[config.mk]
export PLATFORM = sky130hd
export DESIGN_NAME = burst_sequencer_flat
export DESIGN_NICKNAME = d
export VERILOG_FILES = /design/src/rtl/burst_sequencer_pkg.sv /design/src/rtl/burst_sequencer_if.sv /design/src/rtl/burst_sequencer.sv /design/src/flat_wrapper.sv
export SDC_FILE = /design/constraint.sdc
export NUM_CORES = 1
export LEC_CHECK = 0
export CAP_MARGIN = 20
export CELL_PAD_IN_SITES_DETAIL_PLACEMENT = 1
export CELL_PAD_IN_SITES_GLOBAL_PLACEMENT = 1
export CORE_ASPECT_RATIO = 0.7
export CORE_MARGIN = 3
export CORE_UTILIZATION = 41
export DETAILED_ROUTE_END_ITERATION = 10
export PLACE_DENSITY_LB_ADDON = 0.08
export SLEW_MARGIN = 20
export SYNTH_ARGS = -nofsm -noshare
export SYNTH_HDL_FRONTEND = slang
export SYNTH_SLANG_ARGS = --single-unit
export TNS_END_PERCENT = 30
[constraint.sdc]
create_clock -name clk -period 5.7 [get_ports clk]
set_clock_uncertainty 0.1 [all_clocks]
set_input_delay 0.57 -clock clk [delete_from_list [all_inputs] [get_ports clk]]
set_output_delay 0.57 -clock clk [all_outputs]
set_load 0.01 [all_outputs]
[src/rtl/burst_sequencer_pkg.sv]
// Shared types for the tick-driven pulse blocks.
// Latency: n/a (types and defaults only).
// Backpressure: n/a.
// Contents: state enum for the burst sequencer, default field widths.
package pulse_pkg;

  // Default phase-length width; matches the upstream pulse generator counter.
  localparam int DEF_WIDTH = 4;
  // Default burst-length / remaining-pulse counter width.
  localparam int DEF_CNT_W = 8;

  typedef enum logic [2:0] {
    ST_IDLE = 3'd0,
    ST_ARM  = 3'd1,
    ST_HIGH = 3'd2,
    ST_LOW  = 3'd3,
    ST_DONE = 3'd4
  } state_t;

endpackage

[src/rtl/burst_sequencer_if.sv]
// Control/status bundle between a burst requester and burst_sequencer.
// Latency: n/a (wires only).
// Backpressure: none; start is only honoured while the sequencer is idle.
// master: drives tick/start/abort/config, observes pwm_out/busy/done/remaining.
// slave : the sequencer side of the same signals.
interface burst_sequencer_if
  import pulse_pkg::*;
#(
  parameter int WIDTH = DEF_WIDTH,
  parameter int CNT_W = DEF_CNT_W
);

  logic             tick;
  logic             start;
  logic             abort;
  logic [WIDTH-1:0] high_ticks;
  logic [WIDTH-1:0] low_ticks;
  logic [CNT_W-1:0] burst_len;
  logic             pwm_out;
  logic             busy;
  logic             done;
  logic [CNT_W-1:0] remaining;

  modport master (
    output tick, start, abort, high_ticks, low_ticks, burst_len,
    input  pwm_out, busy, done, remaining
  );

  modport slave (
    input  tick, start, abort, high_ticks, low_ticks, burst_len,
    output pwm_out, busy, done, remaining
  );

endinterface

[src/rtl/burst_sequencer.sv]
// Emits burst_len pulses on pwm_out, high/low phases counted in upstream ticks.
// Latency: start accepted at edge N -> busy after N; first rise on the next tick.
// Backpressure: none; start ignored while busy, abort returns to idle next edge.
// Ports: clk, rst (sync, active-low), bus (slave modport: tick, start, abort,
//        high_ticks, low_ticks, burst_len in; pwm_out, busy, done, remaining out).
module burst_sequencer
  import pulse_pkg::*;
#(
  parameter int WIDTH = DEF_WIDTH,
  parameter int CNT_W = DEF_CNT_W
) (
  input  logic             clk,
  input  logic             rst,
  burst_sequencer_if.slave bus
);

  state_t           state_q, state_d;
  logic [WIDTH-1:0] ph_q, ph_d;
  logic [WIDTH-1:0] hi_q, hi_d;
  logic [WIDTH-1:0] lo_q, lo_d;
  logic [CNT_W-1:0] rem_q, rem_d;
  logic             pwm_q, busy_q, done_q;
  logic [WIDTH-1:0] hi_eff, lo_eff;

  // Zero-length phases behave as one tick.
  assign hi_eff = (hi_q == '0) ? WIDTH'(1) : hi_q;
  assign lo_eff = (lo_q == '0) ? WIDTH'(1) : lo_q;

  always_comb begin
    state_d = state_q;
    ph_d    = ph_q;
    hi_d    = hi_q;
    lo_d    = lo_q;
    rem_d   = rem_q;

    case (state_q)
      ST_IDLE: begin
        // A tick coinciding with acceptance is deliberately not consumed;
        // ARM waits for the following one.
        if (bus.start && (bus.burst_len != '0)) begin
          hi_d    = bus.high_ticks;
          lo_d    = bus.low_ticks;
          rem_d   = bus.burst_len;
          ph_d    = '0;
          state_d = ST_ARM;
        end
      end
      ST_ARM: begin
        if (bus.tick) begin
          ph_d    = '0;
          state_d = ST_HIGH;
        end
      end
      ST_HIGH: begin
        if (bus.tick) begin
          if (ph_q == hi_eff - WIDTH'(1)) begin
            ph_d = '0;
            if (rem_q != '0) begin
              rem_d = rem_q - CNT_W'(1);
            end
            // The final pulse has no trailing low phase.
            state_d = (rem_q <= CNT_W'(1)) ? ST_DONE : ST_LOW;
          end else begin
            ph_d = ph_q + WIDTH'(1);
          end
        end
      end
      ST_LOW: begin
        if (bus.tick) begin
          if (ph_q == lo_eff - WIDTH'(1)) begin
            ph_d    = '0;
            state_d = ST_HIGH;
          end else begin
            ph_d = ph_q + WIDTH'(1);
          end
        end
      end
      ST_DONE: begin
        state_d = ST_IDLE;
      end
      default: begin
        state_d = ST_IDLE;
      end
    endcase

    // Abort overrides any same-cycle tick progress; it is a no-op in idle so
    // a simultaneous start still wins there.
    if (bus.abort && (state_q != ST_IDLE)) begin
      state_d = ST_IDLE;
      rem_d   = '0;
      ph_d    = '0;
    end
  end

  always_ff @(posedge clk) begin
    if (!rst) begin
      state_q <= ST_IDLE;
      ph_q    <= '0;
      hi_q    <= '0;
      lo_q    <= '0;
      rem_q   <= '0;
      pwm_q   <= 1'b0;
      busy_q  <= 1'b0;
      done_q  <= 1'b0;
    end else begin
      state_q <= state_d;
      ph_q    <= ph_d;
      hi_q    <= hi_d;
      lo_q    <= lo_d;
      rem_q   <= rem_d;
      // Outputs registered from next state so they line up with the state.
      pwm_q   <= (state_d == ST_HIGH);
      busy_q  <= (state_d != ST_IDLE);
      done_q  <= (state_d == ST_DONE);
    end
  end

  assign bus.pwm_out   = pwm_q;
  assign bus.busy      = busy_q;
  assign bus.done      = done_q;
  assign bus.remaining = rem_q;

endmodule

[src/flat_wrapper.sv]
// flat-port wrapper written by rule: the top's interface ports become plain ports
module burst_sequencer_flat import pulse_pkg::*;
#(
  parameter int WIDTH = DEF_WIDTH,
  parameter int CNT_W = DEF_CNT_W
)
  (clk, rst, bus_tick, bus_start, bus_abort, bus_high_ticks, bus_low_ticks, bus_burst_len, bus_pwm_out, bus_busy, bus_done, bus_remaining);
  burst_sequencer_if #(.WIDTH(WIDTH), .CNT_W(CNT_W)) bus_i ();
  input  logic clk;
  input  logic rst;
  input wire logic [$bits(bus_i.tick)-1:0] bus_tick;
  input wire logic [$bits(bus_i.start)-1:0] bus_start;
  input wire logic [$bits(bus_i.abort)-1:0] bus_abort;
  input wire logic [$bits(bus_i.high_ticks)-1:0] bus_high_ticks;
  input wire logic [$bits(bus_i.low_ticks)-1:0] bus_low_ticks;
  input wire logic [$bits(bus_i.burst_len)-1:0] bus_burst_len;
  output wire logic [$bits(bus_i.pwm_out)-1:0] bus_pwm_out;
  output wire logic [$bits(bus_i.busy)-1:0] bus_busy;
  output wire logic [$bits(bus_i.done)-1:0] bus_done;
  output wire logic [$bits(bus_i.remaining)-1:0] bus_remaining;
  assign bus_i.tick = bus_tick;
  assign bus_i.start = bus_start;
  assign bus_i.abort = bus_abort;
  assign bus_i.high_ticks = bus_high_ticks;
  assign bus_i.low_ticks = bus_low_ticks;
  assign bus_i.burst_len = bus_burst_len;
  assign bus_pwm_out = bus_i.pwm_out;
  assign bus_busy = bus_i.busy;
  assign bus_done = bus_i.done;
  assign bus_remaining = bus_i.remaining;
  burst_sequencer #(.WIDTH(WIDTH), .CNT_W(CNT_W)) u_core (.clk(clk), .rst(rst), .bus(bus_i));
endmodule
Yosys cells after proc, flatten, opt, wreduce, memory -nomap -nowiden:

Cells that the tools add are included.

* register bits: 26
* input port bits: 21

* $add $sub $neg: 4
* $lt $le $gt $ge: 1
* equal/unequal tests: 13
* muxes and demuxes: 23
* bitwise logic cells: 1
* reductions and logical operators: 15

Operator list (number)
* $mux W4: 8
* $mux W8: 4
* $mux W3: 8
* $pmux W4 S4: 1
* $pmux W8 S2: 1
* $reduce_bool A8 Y1: 2
* $pmux W3 S4: 1
* $reduce_and A5 Y1: 2
* $eq A3 B2 Y1 const B: 3
* $eq A4 B4 Y1: 2
* $le A8 B1 Y1 const B: 1
* $logic_not A4 Y1: 2
* $sub A4 B1 Y4 const B: 2
* $sub A8 B1 Y8 const B: 1
* $ne A2 B1 Y1 const B: 3
* $ne A2 B2 Y1 const B: 3
* $reduce_bool A3 Y1: 2
* $add A4 B1 Y4 const B: 1
* $reduce_bool A4 Y1: 1
* $eq A3 B1 Y1 const B: 1
* $eq A3 B3 Y1 const B: 1
* $logic_not A3 Y1: 1
* $logic_and A1 B1 Y1: 2
* $reduce_and A2 Y1: 1
* other kinds (3): 3

Depth between registers and ports, before layout:

Gate-level depths: netlist of the first run.

* depth after elaboration: 9
* depth in mapped cells: 10
* mapped depth without buffers: 9

Least setup slack after synthesis of the first run:

OpenSTA, ideal clock, no wires.

* path kind: register to register
* start point: register u_core.hi_q[3]
* end point: register u_core.rem_q[6], in the netlist u_core.bus.remaining[6]
* library setup time: 117 ps
* data arrival time: 1995 ps
* data required time: 5483 ps
* slack: 3487 ps
* stages on the path, launching flop included: 11
* path buffers: 1
* clock period less this slack: 2213 ps
* cell sequence: dfxtp_1 nor3_1 nor2_1 ha_1 xnor2_1 nor2_2 a21boi_4 and2_4 buf_6 nand4_1 a32o_1

* cells in the longest elaborated chain, start to end: 6

RTL lines
* start, declared: line burst_sequencer.sv:19 `logic [WIDTH-1:0] hi_q, hi_d;`
* start signal, assigned: line burst_sequencer.sv:108 `hi_q <= hi_d;`
* $logic_not A4 Y1: line burst_sequencer.sv:26 `assign hi_eff = (hi_q == '0) ? WIDTH'(1) : hi_q;`
* $mux W4 *: line burst_sequencer.sv:26
* $sub A4 B1 Y4 *: line burst_sequencer.sv:56 `if (ph_q == hi_eff - WIDTH'(1)) begin`
* $eq A4 B4 Y1 *: line burst_sequencer.sv:56
* $ne A2 B1 Y1 (no source line) *
* $reduce_and A5 Y1 (no source line) *
* end signal, assigned: line burst_sequencer.sv:110 `rem_q <= rem_d;`
* end, declared: line burst_sequencer.sv:21 `logic [CNT_W-1:0] rem_q, rem_d;`

Mark *: on every way between the ends. The rest lies on a longest branch, timed or not.
A chain may end at the register's enable or synchronous reset.

Final worst setup path of the first run:

* start point: input port bus_burst_len[1]
* end point: register u_core.rem_q[1], in the netlist u_core.bus.remaining[1]

* cells in the longest elaborated chain, start to end: 4

RTL lines
* start, declared: line flat_wrapper.sv:16 `input wire logic [$bits(bus_i.burst_len)-1:0] bus_burst_len;`
* $reduce_bool A8 Y1: line burst_sequencer.sv:40 `if (bus.start && (bus.burst_len != '0)) begin`
* $logic_and A1 B1 Y1: line burst_sequencer.sv:40
* $ne A2 B1 Y1 (no source line)
* $reduce_and A5 Y1 (no source line)

Parallel ways exist; a longest one is shown, timed or not. The select of a mux whose other input is x is not followed.

==> run metrics, run 1 <==
outcome=finished clean; via/cell ratio=5.93; Final Cycle Share=0.492; post-route ant nets=0; CTS root buffer=clkbuf_8; f_max=between 0.3 and 0.4 GHz; number of global-route vias before repair=1644; final WL=about 5 mm; Gate Count Post-Synth=slightly below 200; Arr. time, crit path=between 2 and 3 ns; CTS hold repair buffers=0; relative slew slack=0.408; Mapped Area=1670 um^2; top_reg_cell synth=dfxtp_1; Final nets=around 250; Syn. warnings=0; crit path max-delay cell type=nor4_1; first-pass GRT wire length=~8.2 mm; Critical Path, Cell by Cell=clkdlybuf4s50_1 -> nor4_1 -> a211oi_4 -> nor2_1 -> nor3_1 -> a2111oi_2; diode count=0; CTS tree=done; drt drc=0; Max-Cap Viols=0; PortBufs=31; Tightest Pin Transition=between 0.8 and 0.9 ns; clock-pin slew on the worst setup and hold paths=around 0.10 ns; reg2reg path depth=8; Critical Path Source=bus_burst_len[1]; share of cells above drive strength 1=0.0721; hpwl dp=3.84 mm; DR WL/cell=approximately 18 um; Setup Buffers After CTS=0; Via Count=1612; die height=59.3 um; cell accounting for the most synthesized area=dfxtp_1; core area=about 3700 um^2; syn nets=222; most frequent cells in the layout=31 x clkdlybuf4s50_1, 26 x dfxtp_1, 23 x nor2_1; DR pass1 iterations=4; final instance area=2020 um^2; RR Startpoint=u_core.lo_q[3]$_SDFFE_PN0P_; critical path fanouts, max=16; max incr delay on CP=between 0.6 and 0.7 ns; largest net degree at the start of global routing=17; fin. max-slew vios=0; most common cell after layout, fill and taps aside=clkdlybuf4s50_1; Tmin final=roughly 2.8 ns; placer congestion estimate=between 0.9 and 1; HP Class=flip-flop to flip-flop; Area contributors post-synth=dfxtp_1 31%, nor2_1 5.2%, mux2i_1 4.8%, ha_1 3.8%, nor2b_1 3.4%; Rows=18; Overall Global Routing Usage=0.224; worst-skew pair later-pin latency=roughly 0.28 ns; initial core utilization=0.448; initial antenna violation count=0; Post-Synthesis Mean Instance Area=8.50 um^2; crit path kind=primary input to flip-flop; Critical Path End=u_core.bus.remaining[1]$_SDFFE_PP0P_; Final Hold Violating Endpoints=0; Final setup viols=0; worst hold start=u_core.lo_q[0]$_SDFFE_PN0P_; WP data required=approximately 5.8 ns; share of the synthesized area in the top cell type=0.313; starting DRC count in detailed routing=roughly 80; leak pwr=0.748 nW; Setup TNS Final=0 ns; Clock Path Buffers=2; Ports=32; Die Wd=approximately 82 um; # clock sinks=26; die area=between 4000 and 5000 um^2; CP Capture Type=flip-flop; setup ws final=approximately 2.9 ns; DP Worst Slack=roughly 2.6 ns; RSZ-0062 raised after global routing=no; H-tree levels=1; synthesis-to-layout area growth=21.5%; Worst Setup Start Kind=primary input; cell area power density=approximately 270 nW/um^2; synthesized flop and latch total=26; number of CTS-inserted buffers=3; count of cell types in the netlist=49; sequential-to-total area share from yosys stat=0.313; CTS resizes=0; Area after DPL=between 1500 and 2000 um^2; Crit Reg-Reg Endpoint=u_core.ph_q[2]$_SDFFE_PP0P_; grt total ovfl=0; r2r setup slk=about 3 ns; Worst VDD drop=150 uV; Tot Pwr=0.000556 W; EDFF count, synth=0; FFs w/ async S/R, synth=0
## area by class of cell
cell class | instances | area (um^2)
clock buffer | 4 | 55.1
fill | 459 | 1690
inverter | 11 | 41.3
multi-input combinational | 150 | 1030
sequential | 26 | 520
tap | 50 | 62.6
timing repair buffer | 31 | 310
## synthesized netlist by cell type (2+ instances only)
library cell / instances
a2111oi_0: 2
a2111oi_2: 2
a21oi_1: 11
a31oi_1: 3
a32o_1: 5
buf_2: 4
buf_6: 2
clkbuf_1: 2
dfxtp_1: 26
ha_1: 5
inv_1: 11
mux2i_1: 8
nand2_1: 13
nand2b_1: 4
nand3_1: 6
nand4_1: 5
nor2_1: 23
nor2b_1: 9
nor3_1: 8
nor3b_1: 2
nor4_1: 3
o211ai_1: 2
o21ai_0: 7
o41ai_1: 2
xnor2_1: 6
xor2_1: 2
## per-layer routing
| layer | track usage | wire length, um | vias to the layer above |
|---|---|---|---|
| li1 | - | - | 762 |
| met1 | 0.319 | 2410 | 779 |
| met2 | 0.344 | 2110 | 67 |
| met3 | 0.0562 | 406 | 4 |
| met4 | 0.0403 | 24 | 0 |
| met5 | 0 | 0 | - |
## critical path: cells and delay by family
kind / cells / cell delay [ns]
AO/OA/AOI/OAI: 2 / 0.65
buffers and inverters: 1 / 0.45
AND/OR/NAND/NOR: 3 / 1.22
## registers in the layout, summed over array words and instances, names as in the netlist
register and cells:
u_core.bus.busy 1, u_core.ph_q 4, u_core.bus.remaining 8, u_core.bus.done 1
u_core.state_q 3, u_core.bus.pwm_out 1, u_core.lo_q 4, u_core.hi_q 4
## worst min path at each step
stage	endpoint	slack (ns)	depth (start not counted)
floorplan	u_core.hi_q[0]$_SDFFE_PN0P_	0.42	2
finish	u_core.lo_q[0]$_SDFFE_PN0P_	0.48	2
CTS	u_core.lo_q[0]$_SDFFE_PN0P_	0.48	2
global placement	u_core.hi_q[0]$_SDFFE_PN0P_	0.44	2
global route	u_core.lo_q[0]$_SDFFE_PN0P_	0.51	2
detailed placement	u_core.lo_q[0]$_SDFFE_PN0P_	0.47	2
## kinds of logic (layout without fill, tap and decap cells)
| group | Yosys count | after routing | share of synthesized area |
|---|---|---|---|
| adders and majority gates | 5 | 5 | 0.0376 |
| buffers and inverters | 20 | 46 | 0.0669 |
| xor gates and xnor gates | 9 | 9 | 0.0563 |
| AOI/OAI and AO/OA | 44 | 44 | 0.210 |
| DFF | 26 | 26 | 0.313 |
| muxes | 8 | 8 | 0.0481 |
| and+or+nand+nor | 84 | 84 | 0.269 |
## metrics by stage
step / util / instances / hold WS, ns
final: 0.544 / 272 / 0.479
after CTS: 0.544 / 272 / 0.485
after floorplan: - / 196 / 0.417
after global placement: 0.530 / 268 / 0.442
after global routing: 0.544 / 272 / 0.509
after detailed placement: 0.530 / 268 / 0.469
## report_power, final
part	leakage [nW]	switching (W)	total [W]	internal [W]
Combinational	0.507	0.000118	0.000211	0.0000928
Clock	0.0288	0.0000627	0.000125	0.0000619
Sequential	0.213	0.0000232	0.000220	0.000197
Total	0.748	0.000204	0.000556	0.000352
(Power assumes the default switching activity.)
==> run 2, diff against run 1 <==
Settings changed: CORE_UTILIZATION 41 to 38.
Clock period 5.7 ns to 2.65 ns, I/O delays scaled along.
==> run metrics, run 2 (synthesis results as in run 1) <==
outcome=finished clean; # clock sinks=26; RSZ-0062 raised after global routing=yes; highest routed metal layer=met4; grt total ovfl=0; Area after DPL=roughly 2000 um^2; final instance area=2090 um^2; Worst Setup Start Kind=flip-flop; fin util=0.513; placer congestion estimate=0.873; critical path fanouts, max=4; diode count=0; most frequent cells in the layout=31 x clkdlybuf4s50_1, 26 x dfxtp_1, 23 x nor2_1; met3 wire length=about 260 um; setup ws final=about 0.18 ns; DP Worst Slack=0.107 ns; post-route ant nets=0; relative slew slack=0.489; clock-pin slew on the worst setup and hold paths=around 0.09 ns; die height=61.4 um; WL met1=2.45 mm; Final nets=about 260; Overall Global Routing Usage=0.192; DR WL/cell=around 17 um; Final Cycle Share=0.934; Tot Pwr=0.00120 W; area of the multi-input gates=between 1000 and 1500 um^2; hpwl dp=3.69 mm; Arr. time, crit path=2.53 ns; cell area power density=around 580 nW/um^2; Setup Buffers After CTS=0; drt drc=0; most common cell after layout, fill and taps aside=clkdlybuf4s50_1; metal2 WL=1.93 mm; leak pwr=just under 0.8 nW; Tightest Pin Transition=between 0.7 and 0.8 ns; Storage cell area=~520 um^2; core area=approximately 4100 um^2; Tmin final=2.47 ns; final WL=between 4 and 5 mm; f_max=0.404 GHz; CP Capture Type=flip-flop; Via Count=1573; HP Class=flip-flop to flip-flop; Worst VDD drop=between 200 and 300 uV; Final setup viols=0; CTS root buffer=clkbuf_8; Ports=32; Cells after DPL=approximately 280; initial core utilization=0.410; via/cell ratio=around 5.6; fillcell total=between 400 and 500; initial antenna violation count=0; synthesis-to-layout area growth=25.2%; number of flip-flops in the largest register=8; worst-skew pair later-pin latency=about 0.28 ns; PortBufs=31; Post-Layout Cell Count=around 280; crit path kind=flip-flop to flip-flop; number of CTS-inserted buffers=3; Rows=19; Clock Path Buffers=2; number of global-route vias before repair=roughly 1.6k; starting DRC count in detailed routing=95; share of cells above drive strength 1=0.105; die area=~5200 um^2; H-tree levels=1; Max-Cap Viols=0; Final Hold Violating Endpoints=0; WP data required=~2.7 ns; first-pass GRT wire length=7.85 mm; DR pass1 iterations=4; CTS tree=done; largest net degree at the start of global routing=16; fin. max-slew vios=0; Die Wd=85.1 um
run 2: cell types whose count changed in the layout (fill, tap and decap cells not counted), sizes merged:
| cell | before | now |
|---|---|---|
| buf | 0 | 7 |
run 2: final timing paths:
check,startpoint,end,slack [ns],cells after the start
worst min-delay path,u_core.hi_q[0]$_SDFFE_PN0P_,u_core.hi_q[0]$_SDFFE_PN0P_,0.47,2
worst max register to register,u_core.lo_q[3]$_SDFFE_PN0P_,u_core.ph_q[1]$_SDFFE_PP0P_,0.18,8
worst min register to register,u_core.hi_q[0]$_SDFFE_PN0P_,u_core.hi_q[0]$_SDFFE_PN0P_,0.47,2
worst max-delay path,u_core.lo_q[3]$_SDFFE_PN0P_,u_core.ph_q[1]$_SDFFE_PP0P_,0.18,8
run 2: layer usage:
metal  vias up  track usage
met1       759        0.283
met3         4       0.0401
met5         -            0
met4         0       0.0339
li1        774            -
met2        36        0.294
run 2: critical path: stages, from the launching register on:
cell       delay (ns)
dfxtp_1          0.36
nor3_1           0.26
nor2_1           0.07
ha_1             0.30
xnor2_1          0.12
a2111oi_0        0.33
a31oi_1          0.20
o31ai_1          0.50
nor2_1           0.11
run 2: power breakdown:
group / leakage, nW / internal (W) / switching (W) / total [W]
Sequential: 0.213 / 0.000423 / 0.0000475 / 0.000471
Clock: 0.0288 / 0.000133 / 0.000131 / 0.000265
Combinational: 0.545 / 0.000213 / 0.000251 / 0.000464
run 2: what timing repair did:
action,CTS,global route
hold buffers,0,0
hold endpoints to repair,0,0
endpoints found under the setup margin,0,7
gates resized for setup,0,1
run 2: cell type report:
class,instances,area share
Clock buffer,4,0.0264
Inverter,11,0.0198
Multi-Input combinational cell,150,0.499
Sequential cell,26,0.250
Tap cell,52,0.0312
Timing Repair Buffer,38,0.174
run 2: through the flow:
stage	hold WS [ns]	setup TNS [ns]
6_report	0.474	0
2_1_floorplan	0.293	0
3_5_place_dp	0.460	0
3_3_place_gp	0.445	0
4_1_cts	0.478	0
5_1_grt	0.498	-0.160
==> run 3, diff against run 2 <==
Settings changed: CORE_UTILIZATION 38 to 35.
Clock period 2.65 ns to 2.1 ns, I/O delays scaled along.
==> run metrics, run 3 (synthesis results as in run 1) <==
Rows=20; initial antenna violation count=0; WHS=between 0.4 and 0.5 ns; critical path fanouts, max=6; Via Count=approximately 1.8k; PortBufs=31; failing checks=setup timing; leak pwr=1.01 nW; Tot Pwr=around 0.0018 W; Final setup viols=13; die area=5630 um^2; worst-skew pair later-pin latency=just under 0.3 ns; Overall Global Routing Usage=0.217; starting DRC count in detailed routing=70; CP Capture Type=flip-flop; hpwl dp=~4.5 mm; # clock sinks=26; number of CTS-inserted buffers=3; cell area power density=719 nW/um^2; crit path kind=flip-flop to flip-flop; CTS root buffer=clkbuf_8; die height=approximately 64 um; Worst VDD drop=298 uV; Crit path max-delay family=compound AO/OA/AOI/OAI gates; post-route ant nets=0; outcome=finished with violations; final instance area=2490 um^2; diode count=0; DR WL/cell=about 18 um; CP bufs+invs=1; Clock Path Buffers=2; number of global-route vias before repair=~1.9k; Area after DPL=approximately 2300 um^2; relative slew slack=0.710; Tightest Pin Transition=~0.42 ns; fillcell total=538; RSZ-0062 raised after global routing=yes; placer congestion estimate=between 0.8 and 0.9; Max-Cap Viols=0; final WL=approximately 5.7 mm; initial core utilization=0.374; most common cell after layout, fill and taps aside=buf_4; core area=4450 um^2; CTS tree=done; number of flip-flops in the largest register=8; Arr. time, crit path=roughly 2.3 ns; CTS hold repair buffers=0; share of cells above drive strength 1=0.298; DR pass1 iterations=4; setup ws final=-0.135 ns; clock-pin slew on the worst setup and hold paths=approximately 0.1 ns; Ports=32; crit path max-delay cell type=dfxtp_2; grt total ovfl=0; most frequent cells in the layout=50 x buf_4, 31 x clkdlybuf4s50_1, 23 x dfxtp_1; Critical Path, Cell by Cell=nor3_2 -> nor2_1 -> ha_1 -> xnor2_1 -> nor2_2 -> a21boi_4 -> buf_4 -> and2_4 -> o21ai_2 -> a2111oi_2; f_max=approximately 0.45 GHz; Worst Setup Start Kind=flip-flop; Final Hold Violating Endpoints=0; first-pass GRT wire length=9.46 mm; HP Class=primary input to flip-flop; Final nets=299; fin. max-slew vios=0; max incr delay on CP=~0.34 ns; Tmin final=between 2 and 2.5 ns; Die Wd=between 80 and 90 um; WP data required=between 2 and 2.5 ns; synthesis-to-layout area growth=49.3%; Final Cycle Share=1.06; via/cell ratio=between 5 and 6; H-tree levels=1; largest net degree at the start of global routing=16; drt drc=0
-- run 3: cell types whose count changed in the layout (fill, tap and decap cells not counted), moves of 2 or more --
cell     change
a21oi_1      -3
a21oi_2      +3
buf_4       +43
dfxtp_1      -3
dfxtp_2      +3
nor3_1       -2
-- run 3: layer usage --
metal / global-route usage / wire (um) / vias to the layer above
li1: - / - / 858
met1: 0.291 / 2740 / 845
met2: 0.362 / 2660 / 47
met3: 0.0379 / 291 / 5
met4: 0.0472 / 52 / 0
met5: 0 / 0 / -
-- run 3: per-stage QoR --
| stage | util | setup slack (ns) | instances | TNS, ns |
|---|---|---|---|---|
| finish | 0.558 | -0.135 | 327 | -1.12 |
| global route | 0.558 | -0.299 | 327 | -3.25 |
| CTS | 0.548 | -0.166 | 325 | -1.49 |
| detailed placement | 0.524 | -0.515 | 320 | -3.46 |
| global placement | 0.524 | -0.171 | 320 | -1.11 |
| floorplan | - | -0.0277 | 196 | -0.153 |
-- run 3: report_power, final --
group          switching, W  total [W]  internal [W]
logic              0.000415   0.000860      0.000445
registers         0.0000480   0.000583      0.000535
clock network      0.000175   0.000344      0.000169
total              0.000639    0.00179       0.00115
-- run 3: cell type report --
type / count / area, um^2 / share of cell area
well taps: 55 / 68.8 / 0.0277
inverters: 11 / 41.3 / 0.0166
clock buffers: 4 / 55.1 / 0.0221
repair buffers: 81 / 686 / 0.276
flip-flops and latches: 26 / 524 / 0.211
multi-input cells: 150 / 1110 / 0.447
-- run 3: final timing paths --
kind | from | endpoint | slack (ns) | cells after the start
worst min register to register | u_core.bus.remaining[6]$_SDFFE_PP0P_ | u_core.bus.remaining[6]$_SDFFE_PP0P_ | 0.53 | 1
worst max-delay path | u_core.hi_q[1]$_SDFFE_PN0P_ | u_core.bus.remaining[1]$_SDFFE_PP0P_ | -0.14 | 10
worst max register to register | u_core.hi_q[1]$_SDFFE_PN0P_ | u_core.bus.remaining[1]$_SDFFE_PP0P_ | -0.14 | 10
worst min-delay path | bus_high_ticks[1] | u_core.hi_q[1]$_SDFFE_PN0P_ | 0.42 | 3
-- run 3: tightest hold or removal path: cells and delay by family --
kind                   cells  cell delay [ns]
buffers and inverters      1             0.40
AO/OA/AOI/OAI              1             0.12
AND/OR/NAND/NOR            1             0.05
-- run 3: timing repair --
action                     CTS  global route
gates resized for setup      9             7
pin swaps                   14             3
setup endpoints to repair   15            15
setup buffers                1             2
